--- src/rtl/cpu_ctrl_pkg.sv ---
// Shared control definitions for the CPU machine-cycle sequencer.
package cpu_ctrl_pkg;

    localparam int unsigned PHASES_MIN = 2;
    localparam int unsigned PHASES_MAX = 16;

    typedef enum logic [1:0] {
        IDLE      = 2'd0,
        RUN       = 2'd1,
        STEP_WAIT = 2'd2,
        HALTED    = 2'd3
    } state_e;

endpackage

--- src/rtl/cpu_phase_seq_phase_decoder.sv ---
// Phase index to one-hot phase enables, all zero when not running.
module phase_decoder #(
    parameter  int unsigned PHASES = 8,
    localparam int unsigned PW     = $clog2(PHASES)
) (
    input  logic              i_run,
    input  logic [PW-1:0]     i_phase,
    output logic [PHASES-1:0] o_phase_oh
);

    always_comb begin
        o_phase_oh = '0;
        for (int unsigned i = 0; i < PHASES; i++) begin
            o_phase_oh[i] = i_run && (i_phase == PW'(i));
        end
    end

endmodule

--- src/rtl/cpu_phase_seq.sv ---
// Machine-cycle sequencer: phase counter, graceful halt, single-step,
// restart after halt and a retired-cycle counter.
module cpu_phase_seq
    import cpu_ctrl_pkg::*;
#(
    parameter  int unsigned PHASES = 8,
    parameter  int unsigned CNT_W  = 16,
    localparam int unsigned PW     = $clog2(PHASES)
) (
    input  logic              clk,
    input  logic              rst_n,
    input  logic              fetch,
    input  logic              halt,
    input  logic              step_mode,
    input  logic              step_req,
    output logic              run,
    output logic [PW-1:0]     phase,
    output logic [PHASES-1:0] phase_oh,
    output logic              cycle_start,
    output logic              cycle_end,
    output logic              halted,
    output logic [CNT_W-1:0]  cyc_count
);

    if (PHASES < PHASES_MIN || PHASES > PHASES_MAX) begin : g_bad_phases
        $error("cpu_phase_seq: PHASES out of range");
    end

    localparam logic [PW-1:0] LAST_PHASE = PW'(PHASES - 1);

    state_e           r_state;
    state_e           w_state_nxt;
    logic [PW-1:0]    r_phase;
    logic [PW-1:0]    w_phase_nxt;
    logic             r_halt_pend;
    logic             w_halt_pend_nxt;
    logic [CNT_W-1:0] r_cyc_count;
    logic [CNT_W-1:0] w_cyc_count_nxt;
    logic             w_run;
    logic             w_last;

    always_ff @(posedge clk or negedge rst_n) begin
        if (!rst_n) begin
            r_state     <= IDLE;
            r_phase     <= '0;
            r_halt_pend <= 1'b0;
            r_cyc_count <= '0;
        end else begin
            r_state     <= w_state_nxt;
            r_phase     <= w_phase_nxt;
            r_halt_pend <= w_halt_pend_nxt;
            r_cyc_count <= w_cyc_count_nxt;
        end
    end

    assign w_run  = (r_state == RUN);
    assign w_last = (r_phase == LAST_PHASE);

    // Phase is forced to 0 on every exit from RUN, so it reads 0 when idle.
    always_comb begin
        w_state_nxt     = r_state;
        w_phase_nxt     = r_phase;
        w_halt_pend_nxt = r_halt_pend;
        w_cyc_count_nxt = r_cyc_count;
        case (r_state)
            IDLE, HALTED: begin
                if (fetch && !halt) begin
                    w_state_nxt = RUN;
                    w_phase_nxt = '0;
                end
            end
            RUN: begin
                if (w_last) begin
                    w_cyc_count_nxt = r_cyc_count + CNT_W'(1);
                    w_phase_nxt     = '0;
                    if (r_halt_pend || halt) begin
                        w_state_nxt     = HALTED;
                        w_halt_pend_nxt = 1'b0;
                    end else if (step_mode) begin
                        w_state_nxt = STEP_WAIT;
                    end
                end else begin
                    w_phase_nxt     = r_phase + PW'(1);
                    w_halt_pend_nxt = r_halt_pend | halt;
                end
            end
            STEP_WAIT: begin
                if (halt) begin
                    w_state_nxt = HALTED;
                end else if (step_req || !step_mode) begin
                    w_state_nxt = RUN;
                    w_phase_nxt = '0;
                end
            end
            default: begin
                w_state_nxt = IDLE;
                w_phase_nxt = '0;
            end
        endcase
    end

    phase_decoder #(
        .PHASES (PHASES)
    ) u_phase_decoder (
        .i_run      (w_run),
        .i_phase    (r_phase),
        .o_phase_oh (phase_oh)
    );

    assign run         = w_run;
    assign phase       = r_phase;
    assign cycle_start = w_run && (r_phase == '0);
    assign cycle_end   = w_run && w_last;
    assign halted      = (r_state == HALTED);
    assign cyc_count   = r_cyc_count;

endmodule

--- config.mk ---
export PLATFORM = sky130hd
export DESIGN_NAME = cpu_phase_seq
export DESIGN_NICKNAME = d
export VERILOG_FILES = /design/src/rtl/cpu_ctrl_pkg.sv /design/src/rtl/cpu_phase_seq_phase_decoder.sv /design/src/rtl/cpu_phase_seq.sv
export SDC_FILE = /design/constraint.sdc
export NUM_CORES = 1
export LEC_CHECK = 0
export CAP_MARGIN = 40
export CORE_UTILIZATION = 40
export DETAILED_ROUTE_END_ITERATION = 8
export GPL_ROUTABILITY_DRIVEN = 0
export PLACE_DENSITY = 0.67
export SYNTH_ARGS = -nofsm -noshare
export SYNTH_HDL_FRONTEND = slang
export SYNTH_SLANG_ARGS = --single-unit
--- constraint.sdc ---
create_clock -name clk -period 2.9 [get_ports clk]
set_input_delay 0.725 -clock clk [delete_from_list [all_inputs] [get_ports clk]]
set_output_delay 0.725 -clock clk [all_outputs]
set_load 0.03 [all_outputs]
# == Word-level counts from Yosys, hierarchy flattened ==
# Cells that the tools add are included.
# totals
register_bits,22
inputBits,6
output_inout_bits,31
elab_cells,58
# op_classes
add_sub_neg,2
eq_ne,17
muxes,14
bitwise,1
reduce_logical,20
# ops
operator,count
"adder 16 x 1 -> 16 bit, second input constant",1
"== test 3 bit, second input constant",4
two-way mux 2 bit,6
two-way mux 3 bit,4
logical AND 1 bit,9
one-hot mux 3 bit (3 select lines),1
"!= test 2 bit, second input constant",4
"== test 3 x 2 -> 1 bit, second input constant",2
"!= test 3 bit, second input constant",2
one-hot mux 2 bit (3 select lines),1
"== test 2 bit, second input constant",2
AND reduction 2 bit,2
AND reduction 4 bit,1
"adder 3 x 1 -> 3 bit, second input constant",1
"== test 3 x 1 -> 1 bit, second input constant",1
zero test 3 bit,1
AND reduction 3 bit,1
"== test 2 x 1 -> 1 bit, second input constant",1
zero test 1 bit,2
zero test 2 bit,1
logical OR 1 bit,2
two-way mux 1 bit,2
"!= test 2 x 1 -> 1 bit, second input constant",1
OR reduction 2 bit,1
OR 1 bit,1

# == Longest topological paths before layout ==
# Gate-level depths: netlist of the first run.
# depth
ltp_word,5
depth_mapped,7
mapped_depth_nobuf,7

# == Cells and area by module ==
# Synthesis of the first run repeated with hierarchy kept, for this count alone.
# unflattened
cells_unflattened,114
area_unflattened_um2,1256.2
# by_module_without_submodules
mod,instances,cells_each,area_each_um2,seq_area_each_um2
cpu_phase_seq,1,106,1161.1,550.5
phase_decoder,1,8,95.1,0.0

# == Worst setup path before layout of the first run ==
# No wires, ideal clock.
# synth_timing
path_kind,reg-to-output
start,register r_state[1]
end,output phase_oh[0]
arrival_ns,1.764
required_time_ns,2.175
slack_ns,0.411
stages_incl_launch_ff,6
n_path_buf,2
path_cell_list,dfrtp_1 inv_1 ha_1 clkbuf_1 and3_1 buf_4
# synth_via
elab_chain_len,2
# synth_rtl
element,line,rtl
"start, declared",cpu_phase_seq.sv:31,state_e r_state;
"start signal, assigned",cpu_phase_seq.sv:49,r_state <= w_state_nxt;
== test 2 x 1 -> 1 bit,cpu_phase_seq.sv:56,assign w_run = (r_state == RUN);
net run,cpu_phase_seq.sv:16,"output logic run,"
logical AND 1 bit,-,
"end, declared",cpu_phase_seq.sv:18,"output logic [PHASES-1:0] phase_oh,"
# The timed path passes the listed nets, and every way through them passes these cells.

# == Worst setup path after layout of the first run ==
# layout_timing
start,register r_state[1]
end,output cycle_start
# layout_via
elab_chain_len,2
# layout_rtl
element,line,rtl
== test 2 x 1 -> 1 bit,cpu_phase_seq.sv:56,
logical AND 1 bit,cpu_phase_seq.sv:112,assign cycle_start = w_run && (r_phase == '0);
"end, declared",cpu_phase_seq.sv:19,"output logic cycle_start,"
# No other way between the ends.

==> results.yml, run 1 <==
power:
  irDropWorstVdd_mv: 0.382
  internal-power_uw: 768
  switchingPower_uw: 516
  p_leak_uw: 0.000870
  power.total_uw: 1280
  p_clk_frac: 0.183
  swShare: 0.402
  p_seq_frac: 0.314
  p_per_area_mw_per_mm2: 753
  power_frac_comb: 0.503
critical_path:
  criticalPathCategory: "register to primary output"
  cp-start-kind: "register"
  cp_data_required_time_ps: 2170
  rrSetupSlack_ps: 1120
  arrival_ps: 2050
  end_kind: "primary output"
  worstPathMaxFanout: 13
timing:
  max_freq_mhz: 360
  timing.final.crit_period_ps: 2780
  slew_violations: 0
  fin_crit_sh: 0.957
  rsz0062_at_grt: "no"
  finalSetupTns_ps: 0
  worstMarginPinSlew_ps: 332
  finalSetupViolations: 0
  relSlewSlack: 0.778
  hold_viol_final: 0
  fin_skew_ps: 6.30
logic_synthesis:
  ys_async_sr_fraction: 1.00
  syn_inst: 118
  netlist_area_mm2: 0.00125
  synth_top_area_frac: 0.441
  synthFlopType: "dfrtp_1"
  avgSynthCellArea_um2: 10.6
  synth_common_cells: "22 x dfrtp_1, 12 x ha_1, 12 x nand2_1"
  synth_seq_cells: 22
  syn_nets: 136
  yosysMostFrequentCell: "dfrtp_1"
  ys_warn_count: 0
  yosysUniqueCellTypes: 31
  synth_largest_area_cell: "dfrtp_1"
  netlist_top_cells_area: "dfrtp_1 44%, ha_1 12%, xnor2_1 7.0%"
  synth-edff-count: 0
  synth_seq_area_share: 0.441
cts:
  cts_sinks: 22
  clk_pin_slew_ps: 130
  cts_hold_buffers: 0
  cts_buffers: 3
  h-tree-depth: 1
  cts_tree: "done"
  ctsLongestPathBuffers: 2
  root_buffer: "clkbuf_4"
  clk_latency_ps: 310
global_route:
  use_met2: 0.273
  grt_busiest_layer: "met2"
  grt_pass1_vias: 962
  grt_max_degree: 23
  grt.total_usage: 0.162
  grt_overflow: 0
  grt_pass1_wl_um: 4190
  grtUsageMet3: 0.0223
  grt_use_met1: 0.220
  antenna_found_initial: 0
detailed_routing:
  firstDrtPassIters: 8
  routedWlPerCell_um: 13.2
  routed_wl_um: 2480
  drt_iter0_markers: 20
  viasPerCell: 4.99
  routed-via-count: 938
  ant_nets: 0
  drc: 2
floorplanning:
  dieArea_mm2: 0.00335
  ioPinCount: 37
  die_y_um: 57.8
  placementRows: 19
  core-area_mm2: 0.00285
  die_width_um: 57.8
  start_util: 0.437
cells_and_area:
  antenna_cells: 0
  drive_above_1_share: 0.0828
  fillers: 263
  nets: 176
  syn2layout_area_growth_pct: 36.7
min_path:
  hp-class: "register to register"
status:
  violations: "DRC"
  status: "finished, violations left"
place:
  dp_hpwl_um: 1880
  port_buffers: 36
job:
  maxCapViolCount: 0
==> worst paths after layout <==
kind	to	cells past startpoint	from
min	cyc_count[15]$_DFFE_PN0P_	1	cyc_count[15]$_DFFE_PN0P_
max	cycle_start	4	r_state[1]$_DFFE_PN0P_
max reg2reg	cyc_count[8]$_DFFE_PN0P_	6	phase[0]$_DFFE_PN0P_
max in group asynchronous	cyc_count[9]$_DFFE_PN0P_	2	rst_n
min in group asynchronous	r_state[1]$_DFFE_PN0P_	2	rst_n
min reg2reg	cyc_count[15]$_DFFE_PN0P_	1	cyc_count[15]$_DFFE_PN0P_
==> stage by stage <==
| step | setup slack (ps) | hold slack [ps] | area, um^2 | std cells | util |
|---|---|---|---|---|---|
| 3_3_place_gp | 361 | 459 | 1640 | 184 | 0.576 |
| 3_5_place_dp | 300 | 465 | 1640 | 184 | 0.576 |
| 4_1_cts | 0.764 | 484 | 1700 | 188 | 0.595 |
| 6_report | 124 | 476 | 1710 | 188 | 0.598 |
| 5_1_grt | 19.3 | 512 | 1710 | 188 | 0.598 |
| 2_1_floorplan | 411 | 429 | 1250 | 118 | - |
==> layer usage <==
metal / routed length [um] / vias to the layer above
met1: 1190 / 442
met4: 12 / 0
met3: 114 / 2
li1: - / 469
met2: 1160 / 25
met5: 0 / -
==> placed cells by master (no fill, tap or decap), types with 4 or more instances in the layout <==
| cell | Yosys | layout |
|---|---|---|
| ha_1 | 12 | 11 |
| clkdlybuf4s50_1 | 0 | 33 |
| nor2_1 | 7 | 7 |
| nand2_1 | 12 | 12 |
| xor2_1 | 5 | 5 |
| xnor2_1 | 10 | 10 |
| nand4_1 | 4 | 4 |
| inv_1 | 7 | 7 |
| and3_1 | 7 | 7 |
| dfrtp_1 | 22 | 22 |
| nand3_1 | 4 | 4 |
==> state kept, by name, summed over array words and instances (netlist names) <==
signal and cells:
r_state 2, phase 3, r_halt_pend 1, cyc_count 16
==> cell families after synthesis <==
family | Yosys count | share of synthesized area
simple gates | 48 | 0.230
xor+xnor | 15 | 0.105
fa+ha+maj | 12 | 0.120
compound gates | 5 | 0.0221
mux | 5 | 0.0421
flops | 22 | 0.441
buf+inv | 11 | 0.0391
==> final cells by class <==
| cell class | instances | area, um^2 | area share |
|---|---|---|---|
| multi-input combinational | 85 | 651 | 0.382 |
| timing repair buffer | 38 | 383 | 0.225 |
| clock inverter | 1 | 30.0 | 0.0176 |
| tap | 31 | 38.8 | 0.0227 |
| sequential | 22 | 551 | 0.323 |
| inverter | 8 | 30.0 | 0.0176 |
| clock buffer | 3 | 22.5 | 0.0132 |
==> power groups by stage <==
stage                     registers (uW)  clock network, uW  logic (uW)
after floorplan                      449                  0         384
after global placement               405                  0         630
after detailed placement             408                  0         649
after CTS                            404                244         657
after global routing                 413                257         699
final                                403                235         646
==> what timing repair did <==
action                                  in CTS  in global routing
endpoints found under the setup margin       4                  3
gates resized for setup                      1                  3
setup buffers                                0                  0
==> worst max-delay path, stage by stage (launching register included) <==
cell and delay [ps]:
dfrtp_1 440, inv_1 110, ha_2 310, and3_1 220, clkdlybuf4s50_1 670
Power figures use the tool's default switching activity.
==> inputs of run 2 (changes only) <==
Settings changed: DONT_BUFFER_PORTS from default to 1, PLACE_DENSITY 0.67 to 0.51, TNS_END_PERCENT from default to 10.
==> run 2 against run 1 <==
Against the previous run: power down 20%; highest routed layer unchanged; the run still ends with DRC left; clock power decreased by 42%; maximum frequency grew 6.5%; sequential power is 14% higher; critical path type unchanged; cell area is 24% lower; die area did not move; core utilization fell by 14 points.
==> results.yml, run 2 (synthesis gave the netlist of run 1 again) <==
status:
  violations: "DRC"
  status: "finished, violations left"
timing:
  finalSetupTns_ps: 0
  max_freq_mhz: 384
  relSlewSlack: 0.703
  finalSetupViolations: 0
  fin_crit_sh: 0.898
  fin_skew_ps: 5.45
  rsz0062_at_grt: "no"
  worstMarginPinSlew_ps: 446
  slew_violations: 0
  hold_viol_final: 0
  timing.final.crit_period_ps: 2610
floorplanning:
  dieArea_mm2: 0.00335
  placementRows: 19
  core-area_mm2: 0.00285
  ioPinCount: 37
  die_width_um: 57.8
  start_util: 0.437
  die_y_um: 57.8
detailed_routing:
  routed_wl_um: 2160
  drt_iter0_markers: 24
  routedWlPerCell_um: 14.4
  firstDrtPassIters: 6
  drc: 2
  routed-via-count: 802
  viasPerCell: 5.35
  ant_nets: 0
cells_and_area:
  drive_above_1_share: 0.0924
  nets: 139
  fillers: 283
  layout_commonest_cell: "dfrtp_1"
  syn2layout_area_growth_pct: 4.21
  largest_register_ffs: 16
  final_cell_mix: "22 x dfrtp_1, 12 x nand2_1, 11 x ha_1, 10 x xnor2_1"
  final_core_util: 0.456
  antenna_cells: 0
power:
  irDropWorstVdd_mv: 0.410
  p_leak_uw: 0.000672
  p_per_area_mw_per_mm2: 789
cts:
  root_buffer: "clkbuf_4"
  clk_latency_ps: 300
  cts_tree: "done"
  cts_setup_buffers: 0
  cts_buffers: 3
  cts_sinks: 22
  h-tree-depth: 1
  ctsLongestPathBuffers: 2
  clk_pin_slew_ps: 110
place:
  port_buffers: 0
  dp_hpwl_um: 1630
critical_path:
  arrival_ps: 1880
  end_kind: "primary output"
  criticalPathCategory: "register to primary output"
  worstPathMaxFanout: 6
  r2r_start: "phase[0]$_DFFE_PN0P_"
  rrSetupSlack_ps: 730
  cp_data_required_time_ps: 2170
  reg2reg_depth: 7
  cp-start-kind: "register"
  reg2reg_to: "cyc_count[5]$_DFFE_PN0P_"
global_route:
  grt.total_usage: 0.144
  grt_pass1_wl_um: 3600
  grt_max_degree: 23
  grt_pass1_vias: 804
  antenna_found_initial: 0
  grt_overflow: 0
job:
  maxCapViolCount: 0
min_path:
  hp-class: "input port to asynchronous set/reset pin"
==> run 2: metrics by stage <==
stage	cell area (um^2)	instances	hold WS, ps	total power, uW	setup WS, ps
3_5_place_dp	1270	147	430	902	439
3_3_place_gp	1270	147	430	898	505
6_report	1300	150	94.7	1030	295
4_1_cts	1300	150	80.6	1040	82.1
5_1_grt	1300	150	58.7	1100	134
2_1_floorplan	1250	118	429	832	411
==> run 2: routing by layer <==
metal / GRT usage / part of all wire / up-vias
li1: - / - / 399
met1: 0.175 / 0.45 / 375
met2: 0.227 / 0.46 / 24
met3: 0.0647 / 0.071 / 4
met4: 0.0510 / 0.012 / 0
met5: 0 / 0 / -
==> run 2: what timing repair did <==
action                                 in CTS  in global routing
endpoints found under the hold margin       0                  0
setup endpoints to repair                   0                  2
hold buffers                                0                  0
gates resized for setup                     0                  1
==> run 2: area by class of cell <==
cell class / count / area (um^2) / share of cell area
Sequential cell: 22 / 551 / 0.423
Multi-Input combinational cell: 85 / 651 / 0.500
Timing Repair Buffer: 1 / 7.51 / 0.00577
Tap cell: 31 / 38.8 / 0.0298
Inverter: 8 / 30.0 / 0.0231
Clock buffer: 3 / 22.5 / 0.0173
==> run 2: where the power goes <==
| part | leakage (uW) | internal (uW) | total [uW] | switching (uW) |
|---|---|---|---|---|
| logic | 0.000368 | 157 | 430 | 274 |
| clock network | 0.0000138 | 48.5 | 136 | 87.6 |
| registers | 0.000290 | 347 | 459 | 112 |
| total | 0.000672 | 552 | 1030 | 473 |
==> run 2: worst max-delay path by stage <==
stage,from,end
floorplan,r_state[1]$_DFFE_PN0P_,phase_oh[0]
global placement,r_state[1]$_DFFE_PN0P_,cycle_end
detailed placement,r_state[1]$_DFFE_PN0P_,cycle_end
CTS,r_state[1]$_DFFE_PN0P_,cycle_end
global route,phase[0]$_DFFE_PN0P_,cycle_end
finish,phase[0]$_DFFE_PN0P_,cycle_end
==> run 2: worst max-delay path, stage by stage (launching register included) <==
cell and delay [ps]:
dfrtp_1 630, ha_1 280, ha_1 230, nand2_2 130, inv_2 310
==> inputs of run 3 (changes only) <==
Settings changed: ABC_AREA from default to 1, CORE_MARGIN from default to 5.
==> run 3 against run 2 <==
Against the previous run: the run now ends clean; routed wire length rose by 32%; first-iteration DRC count rose by 63%; global-route usage fell by 0.43 points; sequential share of layout area fell by 6.0 points.
==> results.yml, run 3 <==
status:
  status: "completed"
cells_and_area:
  syn2layout_area_growth_pct: 10.1
  fillers: 364
  nets: 195
  drive_above_1_share: 0.119
  regArea_um2: 551
  layout_commonest_cell: "nand2_1"
  stdcell_count: 222
  final_cell_mix: "33 x nand2_1, 28 x inv_1, 23 x nor2_1, 22 x dfrtp_1, 12 x ha_1"
  largest_register_ffs: 16
  multi_input_area_um2: 707
  antenna_cells: 0
timing:
  finalSetupViolations: 0
  relSlewSlack: 0.656
  slew_violations: 0
  timing.final.crit_period_ps: 2600
  fin_crit_sh: 0.896
  hold_viol_final: 0
  worstMarginPinSlew_ps: 512
  max_freq_mhz: 385
  rsz0062_at_grt: "no"
  finalSetupTns_ps: 0
  fin_skew_ps: 5.95
detailed_routing:
  drt_iter0_markers: 39
  routed-via-count: 1045
  firstDrtPassIters: 5
  routed_wl_um: 2850
  drc: 0
  ant_nets: 0
  viasPerCell: 4.71
  routedWlPerCell_um: 12.9
logic_synthesis:
  netlist_top_cells_area: "dfrtp_1 40%, ha_1 11%, nand2_1 9.0%"
  synth_top_area_frac: 0.400
  syn_nets: 184
  yosysUniqueCellTypes: 21
  synth_largest_area_cell: "dfrtp_1"
  synthFlopType: "dfrtp_1"
  synth_seq_cells: 22
  netlist_area_mm2: 0.00138
  syn_inst: 166
  synth-edff-count: 0
  avgSynthCellArea_um2: 8.30
  synth_common_cells: "33 x nand2_1, 28 x inv_1, 23 x nor2_1"
  yosysMostFrequentCell: "nand2_1"
  ys_warn_count: 0
  ys_async_sr_fraction: 1.00
  synth_seq_area_share: 0.400
floorplanning:
  core-area_mm2: 0.00334
  die_width_um: 68.7
  ioPinCount: 37
  dieArea_mm2: 0.00472
  start_util: 0.413
  die_y_um: 68.7
  placementRows: 21
critical_path:
  crit_path_frequent_cell: "ha_1"
  arrival_ps: 1870
  cp_data_required_time_ps: 2170
  critPathSlowestCell: "dfrtp_1"
  path_cells: "ha_1, ha_1, nand2_4, inv_1, buf_4"
  criticalPathCategory: "register to primary output"
  worstPathMaxFanout: 7
  cp-start-kind: "register"
  critical-path-max-stage-delay_ps: 620
  end_kind: "primary output"
place:
  placedCellCount: 218
  dp_hpwl_um: 2290
  port_buffers: 0
cts:
  cts_buffers: 3
  cts_hold_buffers: 0
  clk_latency_ps: 300
  h-tree-depth: 1
  cts_setup_buffers: 0
  cts_resized: 0
  root_buffer: "clkbuf_4"
  cts_sinks: 22
  cts_tree: "done"
  ctsLongestPathBuffers: 2
  clk_pin_slew_ps: 120
global_route:
  antenna_found_initial: 0
  grt_overflow: 0
  grt_pass1_wl_um: 4920
  grt.total_usage: 0.140
  grt_pass1_vias: 1112
  grt_max_degree: 23
min_path:
  hp-class: "input port to asynchronous set/reset pin"
job:
  maxCapViolCount: 0
power:
  power.total_uw: 952
  irDropWorstVdd_mv: 0.390
  p_leak_uw: 0.000849
  p_per_area_mw_per_mm2: 628
## run 3: cell types whose count changed after synthesis, sizes merged, moves of 2 or more
cell and delta:
and3 -7, inv +20, mux2 -2, mux2i -3, nand2 +22, nand3 +7
nand4 -3, nor2 +21, nor3 +2, o21ai +4, xnor2 -7, xor2 +3
## run 3: report_power, final
part	internal, uW	total (uW)	switching, uW
sequential	341	413	72.0
combinational	117	370	253
clock	76.5	168	91.9
## run 3: critical path: cells and delay by family (launching register included)
family | cells | cell delay, ps
buf+inv | 2 | 300
flops | 1 | 620
simple gates | 1 | 110
fa+ha+maj | 2 | 520
## run 3: per-layer routing
| metal | part of all wire | GRT usage |
|---|---|---|
| met2 | 0.50 | 0.251 |
| met4 | 0.014 | 0.0670 |
| met3 | 0.063 | 0.0243 |
| met1 | 0.42 | 0.158 |
| met5 | 0 | 0 |
## run 3: final timing paths
check                                             start                        end  slack [ps]  cells past startpoint
max in group asynchronous                         rst_n    r_halt_pend$_DFFE_PN0P_        2730                      0
worst min register to register  r_halt_pend$_DFFE_PN0P_    r_halt_pend$_DFFE_PN0P_         550                      2
worst max-delay path               phase[1]$_DFFE_PN0P_                phase_oh[7]         300                      5
min in group clk                r_halt_pend$_DFFE_PN0P_    r_halt_pend$_DFFE_PN0P_         550                      2
worst min-delay path                              rst_n   cyc_count[7]$_DFFE_PN0P_          90                      0
worst max register to register     phase[1]$_DFFE_PN0P_  cyc_count[15]$_DFFE_PN0P_         850                      8
## run 3: cell families after synthesis
logic type / share of synthesized area
xor+xnor: 0.0754
flops: 0.400
compound gates: 0.0309
fa+ha+maj: 0.109
simple gates: 0.298
buf+inv: 0.0872
## run 3: area by class of cell
type,instances,area share
multi-input combinational,114,0.466
sequential,22,0.363
clock buffer,4,0.0239
inverter,28,0.0693
tap,46,0.0380
timing repair buffer,8,0.0396
## run 3: through the flow
stage | instance area [um^2] | utilization | hold slack, ps | setup slack, ps
floorplan | 1380 | - | 429 | 349
global placement | 1480 | 0.444 | 430 | 684
detailed placement | 1480 | 0.444 | 430 | 615
CTS | 1520 | 0.454 | 76.7 | 257
global route | 1520 | 0.454 | 61.6 | 167
finish | 1520 | 0.454 | 93.4 | 303
